`config.mk`:
```
export PLATFORM = sky130hd
export DESIGN_NAME = rvcore_insn_line_cache
export DESIGN_NICKNAME = d
export VERILOG_FILES = /design/src/rtl/rvcore_insn_line_cache.sv
export SDC_FILE = /design/constraint.sdc
export NUM_CORES = 2
export LEC_CHECK = 0
export CORE_UTILIZATION = 40
export CTS_CLUSTER_DIAMETER = 30
export DETAILED_ROUTE_END_ITERATION = 8
export PLACE_DENSITY = 0.66
export SETUP_SLACK_MARGIN = 0.15
export SLEW_MARGIN = 0
export SYNTH_ARGS = -nofsm -noshare
export SYNTH_HDL_FRONTEND = slang
export SYNTH_SLANG_ARGS = --single-unit
export TNS_END_PERCENT = 20
```
`constraint.sdc`:
```
create_clock -name CLK -period 49.6 [get_ports CLK]
set_input_delay 9.92 -clock CLK [delete_from_list [all_inputs] [get_ports CLK]]
set_output_delay 9.92 -clock CLK [all_outputs]
set_load 0.01 [all_outputs]
```
`src/rtl/rvcore_insn_line_cache.sv`:
```
// Direct-mapped 128-bit instruction line cache between fetch and memory.
// Blocking miss/refill FSM with snoop invalidate, flush and fill poisoning.
module rvcore_insn_line_cache #(
  parameter int unsigned LINES   = 16,
  parameter bit          ENABLE  = 1'b1,
  parameter int unsigned MHARTID = 0
) (
  input  logic         CLK,
  input  logic         RST,
  input  logic         core_req,
  input  logic [31:0]  core_addr,
  output logic         core_valid,
  output logic [127:0] core_rdata,
  output logic         mem_req,
  output logic [31:0]  mem_addr,
  input  logic         mem_ack,
  input  logic [127:0] mem_rdata,
  input  logic         inv_valid,
  input  logic [31:0]  inv_addr,
  input  logic         flush,
  output logic [31:0]  hit_cnt,
  output logic [31:0]  miss_cnt
);

  localparam int IDX_W = $clog2(LINES);
  localparam int TAG_W = 28 - IDX_W;
  localparam logic [31:0] HART_ID = 32'(MHARTID);

  localparam logic [0:0] S_IDLE = 1'b0;
  localparam logic [0:0] S_MISS = 1'b1;

  logic [0:0]       state_q, state_d;
  logic [LINES-1:0] valid_q, valid_d, valid_clr;
  logic [TAG_W-1:0] tag_q [LINES];
  logic [127:0]     data_q [LINES];

  logic             core_valid_q, core_valid_d;
  logic [127:0]     core_rdata_q, core_rdata_d;
  logic             mem_req_q, mem_req_d;
  logic [31:0]      mem_addr_q, mem_addr_d;
  logic [31:0]      hit_cnt_q, hit_cnt_d;
  logic [31:0]      miss_cnt_q, miss_cnt_d;
  logic             poison_q, poison_d;

  logic [IDX_W-1:0] req_idx, inv_idx, fill_idx;
  logic [TAG_W-1:0] req_tag, inv_tag, fill_tag;
  logic             inv_hit, lookup_hit, poison_now, fill_we;
  logic             unused_bits;

  assign req_idx  = core_addr[4 +: IDX_W];
  assign req_tag  = core_addr[31 -: TAG_W];
  assign inv_idx  = inv_addr[4 +: IDX_W];
  assign inv_tag  = inv_addr[31 -: TAG_W];
  assign fill_idx = mem_addr_q[4 +: IDX_W];
  assign fill_tag = mem_addr_q[31 -: TAG_W];

  assign unused_bits = ^{core_addr[3:0], inv_addr[3:0], HART_ID};

  assign inv_hit = inv_valid && valid_q[inv_idx]
                && (tag_q[inv_idx] == inv_tag);

  assign poison_now = flush
    || (inv_valid && (inv_addr[31:4] == mem_addr_q[31:4]));

  assign fill_we = (state_q == S_MISS) && mem_ack && ENABLE
                && !poison_q && !poison_now;

  // Invalidate/flush first so a same-cycle lookup sees the cleared state
  always_comb begin
    valid_clr = valid_q;
    if (inv_hit) valid_clr[inv_idx] = 1'b0;
    if (flush) valid_clr = '0;
    valid_d = valid_clr;
    if (fill_we) valid_d[fill_idx] = 1'b1;
  end

  assign lookup_hit = ENABLE && valid_clr[req_idx]
                   && (tag_q[req_idx] == req_tag);

  // Lookup, miss handshake and counter next-state
  always_comb begin
    state_d      = state_q;
    core_valid_d = 1'b0;
    core_rdata_d = core_rdata_q;
    mem_req_d    = mem_req_q;
    mem_addr_d   = mem_addr_q;
    hit_cnt_d    = hit_cnt_q;
    miss_cnt_d   = miss_cnt_q;
    poison_d     = poison_q;
    unique case (state_q)
      S_IDLE: begin
        poison_d = 1'b0;
        if (core_req) begin
          if (lookup_hit) begin
            core_valid_d = 1'b1;
            core_rdata_d = data_q[req_idx];
            hit_cnt_d    = hit_cnt_q + 32'd1;
          end else begin
            state_d    = S_MISS;
            mem_req_d  = 1'b1;
            mem_addr_d = {core_addr[31:4], 4'h0};
            miss_cnt_d = miss_cnt_q + 32'd1;
          end
        end
      end
      S_MISS: begin
        poison_d = poison_q | poison_now;
        if (mem_ack) begin
          core_valid_d = 1'b1;
          core_rdata_d = mem_rdata;
          mem_req_d    = 1'b0;
          poison_d     = 1'b0;
          state_d      = S_IDLE;
        end
      end
      default: state_d = S_IDLE;
    endcase
  end

  // Control state, outputs and valid bits
  always_ff @(posedge CLK) begin
    if (RST) begin
      state_q      <= S_IDLE;
      valid_q      <= '0;
      core_valid_q <= 1'b0;
      core_rdata_q <= '0;
      mem_req_q    <= 1'b0;
      mem_addr_q   <= '0;
      hit_cnt_q    <= '0;
      miss_cnt_q   <= '0;
      poison_q     <= 1'b0;
    end else begin
      state_q      <= state_d;
      valid_q      <= valid_d;
      core_valid_q <= core_valid_d;
      core_rdata_q <= core_rdata_d;
      mem_req_q    <= mem_req_d;
      mem_addr_q   <= mem_addr_d;
      hit_cnt_q    <= hit_cnt_d;
      miss_cnt_q   <= miss_cnt_d;
      poison_q     <= poison_d;
    end
  end

  // Tag and data storage, written only by a clean refill
  always_ff @(posedge CLK) begin
    if (!RST && fill_we) begin
      tag_q[fill_idx]  <= fill_tag;
      data_q[fill_idx] <= mem_rdata;
    end
  end

  assign core_valid = core_valid_q;
  assign core_rdata = core_rdata_q;
  assign mem_req    = mem_req_q;
  assign mem_addr   = mem_addr_q;
  assign hit_cnt    = hit_cnt_q;
  assign miss_cnt   = miss_cnt_q;

endmodule

```
---- Yosys cells after proc, flatten, opt, wreduce, memory -nomap -nowiden ----
Memory sizes are Yosys's and may differ from the RTL's.
Index checks and enable logic that the tools add are counted.
word-level totals
  flip-flop bits (word level) ............. 240
  bits in writable memories ............... 2432
  input port bits ......................... 198
  output and inout bits ................... 226
  memories ................................ 2
cells by class
  add/subtract/negate cells ............... 2
  $lt $le $gt $ge ......................... 5
  eq/ne operators ......................... 7
  mux-type cells .......................... 31
  bitwise gates (word level) .............. 6
  reduce and logical (&&, ||, !) cells .... 18
memory list
  memory  depth  width  rd ports  clocked after memory_dff  wr ports  line  RTL
  data_q  16     128    1         0                         1         35    logic [127:0] data_q [LINES];
  tag_q   16     24     2         0                         1         34    logic [TAG_W-1:0] tag_q [LINES];
operators by type and width
  operator               count
  $mux 128               3
  $pmux 128 s2           1
  $add 32x1->32 const B  2
  $eq 24x24->1           2
  $mux 16                3
  $eq 28x28->1           1
  $and 16x16->16         1
  $mux 1                 16
  $not 16->16            1
  $or 16x16->16          1
  $lt 4x5->1 const B     3
  $reduce_and 3->1       4
  $logic_and 1x1->1      10
  $bmux 1 s4             2
  $demux 1 s4            2
  $ge 4x1->1 const B     2
  $ne 2x2->1 const B     4
  $pmux 1 s2             4
  $logic_not 1->1        3
  $not 1->1              2
  $logic_or 1x1->1       1
  $or 1x1->1             1

---- Logic depth before layout (Yosys ltp) ----
  word-level depth ........................ 14
  mapped depth ............................ 19

---- Worst setup path after synthesis ----
Ideal clock, no wire load.
  path kind ............................... input to register
  start ................................... input inv_addr[7]
  end ..................................... memory data_q[11][0] (enable)
  data arrival time ....................... 23.057 ns
  required time ........................... 48.717 ns
  setup slack ............................. 25.661 ns
  cell stages on the path ................. 11
  path buffers ............................ 4
  cells stage by stage .................... buf_2 > buf_2 > buf_2 > buf_1 > xnor2_1 > nand4_1 > nor4_1 > or3_1 > nor3_1 > nand3_1 > nor3b_1
on the way
  longest elaborated chain between the ends .. 8
ends and longest elaborated chain
  item                          line  RTL
  start, declared               19    input logic [31:0] inv_addr,
  $eq 28x28->1                  63    || (inv_valid && (inv_addr[31:4] == mem_addr_q[31:4]));
  $logic_and 1x1->1             63
  $logic_or 1x1->1              63
  $logic_not 1->1               66    && !poison_q && !poison_now;
  $logic_and 1x1->1             66
  $logic_and 1x1->1             147   if (!RST && fill_we) begin
  $mux 1                        147
  $mux 1 (implied by the code)  149   data_q[fill_idx] <= mem_rdata;
  end, declared                 35
Every way passes these cells.

---- Worst setup path after layout ----
  start ................................... input core_addr[4]
  end ..................................... register core_rdata_q[84], in the netlist core_rdata[84]
on the way
  longest elaborated chain between the ends .. 5
ends and longest elaborated chain
  item                                         line    RTL
  start, declared                              11      input logic [31:0] core_addr,
  $mem_v2 16x24 or $bmux 1 s4 (tied branches)  -
  $eq 24x24->1 or $mux 1 (tied branches)       78, 77
  $logic_and 1x1->1                            78      && (tag_q[req_idx] == req_tag);
  $ne 2x2->1 (no source line)                  -
  $reduce_and 3->1 (no source line)            -
  end signal, assigned                         136     core_rdata_q <= core_rdata_d;
  end, declared                                38      logic [127:0] core_rdata_q, core_rdata_d;
Parallel ways exist; a longest one is shown, timed or not. The select of a mux whose other input is x is not followed.
A chain may end at the register's enable or synchronous reset.

==> impl_results.md <==
- Status: complete, no violations
- Vias in the first global route: 58,463
- Post-DP HPWL: 147,000 um
- Crit path top cell by count: buf_4
- Crit Path Class: input pin to flip-flop
- Int Pwr: 4.76 mW
- Worst-path fanout max: 101
- Ratio of cells with drive above 1 in the final layout: 0.302
- Max-slew headroom: 0.234
- Final worst slack: 33.24 ns
- Initial Utilization: 0.403
- EDFF count, synth: 2,432
- Residual DRC: 0
- TritonCTS buffer count: 470
- Drt wl/cell: 28.7 um
- Largest net degree at the start of global routing: 150
- Largest family of logic cells by synthesized area: multiplexers
- Pre-CTS setup slack: 32.16 ns
- Post-CTS setup buffer count: 0
- Top cell type's share of synthesized area: 0.676
- Area growth syn-to-layout: 22.9%
- FF+latch area: 0.0778 mm2
- Iter 0 DRT Violations: 5,763
- R2r setup slk: 43.22 ns
- Final setup skew: 0.0801 ns
- DR vias/cell: 5.77
- First-pass GRT wire length: 411,000 um
- Synthesized area: 0.108 mm2
- DIE WIDTH: 522 um
- Crit path DAT: 17.12 ns
- Endpoints failing hold: 0
- Worst-path clk slew: 0.04 ns
- Max Fclk: 61.1 MHz
- Count of cell types in the netlist: 73
- Combinational power share: 0.045
- Clock tree buffer depth: 4
- Flop pwr share: 0.411
- Post-synth ARST share: 0
- Pins over their slew limit: 0
- I/O Buffers: 411
- Nets@finish: 6,146
- Crit share post-route: 0.330
- Die Area: 0.272 mm2
- DR pass1 iterations: 7
- Hold_buf cts: 0
- RSZ-0062 raised after global routing: no
- Post-synthesis xor/xnor area fraction: 0.00681
- Area occupied by multi-input gates: 0.0288 mm2
- Overall routing resource usage: 0.207
- Setup crit end kind: flip-flop
- Filler cells: 21,287
- Critical Path RT: 50.36 ns
- Syn. warnings: 0
- Crit path largest cell delay: 0.82 ns
- Grt ovf: 0
- Mapped Cells: 5,278
- Hold Crit Class: flip-flop to flip-flop
- Pwr Density: 45.5 mW/mm2
- Clk pwr share: 0.545
- Final setup violating endpoints: 0
- Area contributors post-synth: edfxtp_1, mux4_2, dfxtp_1, mux2i_1, mux2_2
- Die height: 522 um
- Yosys top cell by area: edfxtp_1
- Slowest library cell on the worst path: buf_4
- Max Cap Viol: 0
- Period minus WS final: 16.36 ns
- Drt total wl: 285,000 um
- Row count: 190
- Simple-gate share of the synthesized area: 0.0324
- Multiplexer share of the synthesized area: 0.211
- CTS Sinks: 2,672
- Antenna violation net count after detailed routing: 0
- Post-route setup TNS: 0 ns
- CTS tree: yes
- Antenna violations before repair: 46
- Top FF cell, synth: edfxtp_1
- Worst Max-Slew Pin Slew: 1.15 ns
- VDD IR max: 0.0372 mV
- #FFs+latches synth: 2,672
- Sequential share of the synthesized area: 0.720
- Commonest non-fill, non-tap cell in the layout: edfxtp_1
- Compound-Gate Fraction of Synth Area: 0.0157
- CTS resizes: 0
- CP startpoint kind: input pin
- Crit-path cells: buf_8, buf_12, buf_4, mux4_2, mux2i_1, xnor2_1, a2111oi_0, a31oi_1, nor4_1, nand4_1, a221oi_1, o21bai_2, buf_4, a21boi_4, buf_12, buf_4, mux2_2
- Via count: 57,188
- Commonest cells after routing, fill and taps aside: edfxtp_1, mux4_2, clkbuf_16
- Ports: 424
- Worst-skew pair later-pin latency: 0.93 ns
- Post-synthesis adder-cell area fraction: 0.000232
- Deepest level of the CTS H-tree: 5
- Switching power: 1.29 mW
- Root buf cell: clkbuf_16
- Leak pwr: 43.7 nW
- Mean area per synthesized cell: 20.5 um2
- Gp weighted congestion: 0.881
- Switching share of total power: 0.214
- Area of the core: 0.268 mm2
metrics by stage:
step,utilization,instances,area (um2),power [mW],hold WS [ns]
3_3_place_gp,0.433,9026,116000,2.79,0.461
4_1_cts,0.495,9904,133000,6.09,0.473
5_1_grt,0.495,9908,133000,6.21,0.502
6_report,0.495,9914,133000,6.05,0.472
2_1_floorplan,-,5281,108000,2.68,0.441
3_5_place_dp,0.433,9026,116000,2.80,0.467
sequential cells by signal, indices dropped and copies added, names as in the netlist:
| name | count |
|---|---|
| mem_addr | 28 |
| core_rdata | 128 |
| core_valid | 1 |
| tag_q | 384 |
| mem_req | 1 |
| valid_q | 16 |
| miss_cnt | 32 |
| poison_q | 1 |
| hit_cnt | 32 |
| state_q | 1 |
| data_q | 2048 |
cell usage after synthesis, types with 13 or more instances:
cell and count:
nand3_1 28, a21oi_1 58, mux2_2 171, inv_1 38
mux2i_1 270, buf_2 39, a31o_2 23, and2_1 16
o21ai_0 23, o31ai_1 25, buf_4 14, mux4_2 805
nor3_1 31, dfxtp_1 240, xor2_1 35, nor2_1 204
a31oi_1 13, and3_1 34, or4_1 25, nand4_1 50
buf_1 69, nand2_1 72, clkbuf_1 196, edfxtp_1 2432
o22ai_1 17, xnor2_1 49, nor2b_1 155
final cells by class:
class                      count  share of cell area
sequential                  2672               0.586
multi-input combinational   2245               0.217
clock buffer                 546              0.0927
timing repair buffer         518              0.0380
clock inverter               332              0.0314
inverter                      39             0.00116
tap                         3552              0.0335
antenna                       10            0.000188
path summary, 6_finish.rpt:
kind	startpoint	endpoint	depth (start not counted)
max	core_addr[4]	core_rdata[84]	17
min	mem_req	mem_req	2
max reg2reg	mem_addr[30]	data_q[13][87]	11
min reg2reg	mem_req	mem_req	2
critical path: cells and delay by family:
family / cells / cell delay, ns
muxes: 3 / 1.18
xor gates and xnor gates: 1 / 0.13
buffers and inverters: 6 / 3.15
AOI/OAI and AO/OA: 5 / 1.47
and+or+nand+nor: 2 / 0.81
logic make-up (layout without fill, tap and decap cells):
family | after synthesis | count (layout)
compound gates | 243 | 243
xor+xnor | 84 | 84
fa+ha+maj | 2 | 2
buf+inv | 364 | 1435
flops | 2672 | 2672
mux | 1246 | 1246
other cells | 1 | 14
simple gates | 666 | 666
power groups by stage:
stage                     Sequential [mW]  Combinational, mW  Clock (mW)
after global placement               2.53              0.268           0
after CTS                            2.48              0.273        3.34
after floorplan                      2.52              0.160           0
after detailed placement             2.53              0.271           0
final                                2.48              0.270        3.29
after global routing                 2.48              0.287        3.44
routing by layer:
layer | vias up | global-route usage | wire [um]
met3 | 566 | 0.0454 | 23200
met2 | 2559 | 0.332 | 137000
met4 | 44 | 0.0565 | 6550
met5 | - | 0 | 284
li1 | 23463 | - | -
met1 | 30556 | 0.286 | 118000
(Power assumes the default switching activity.)
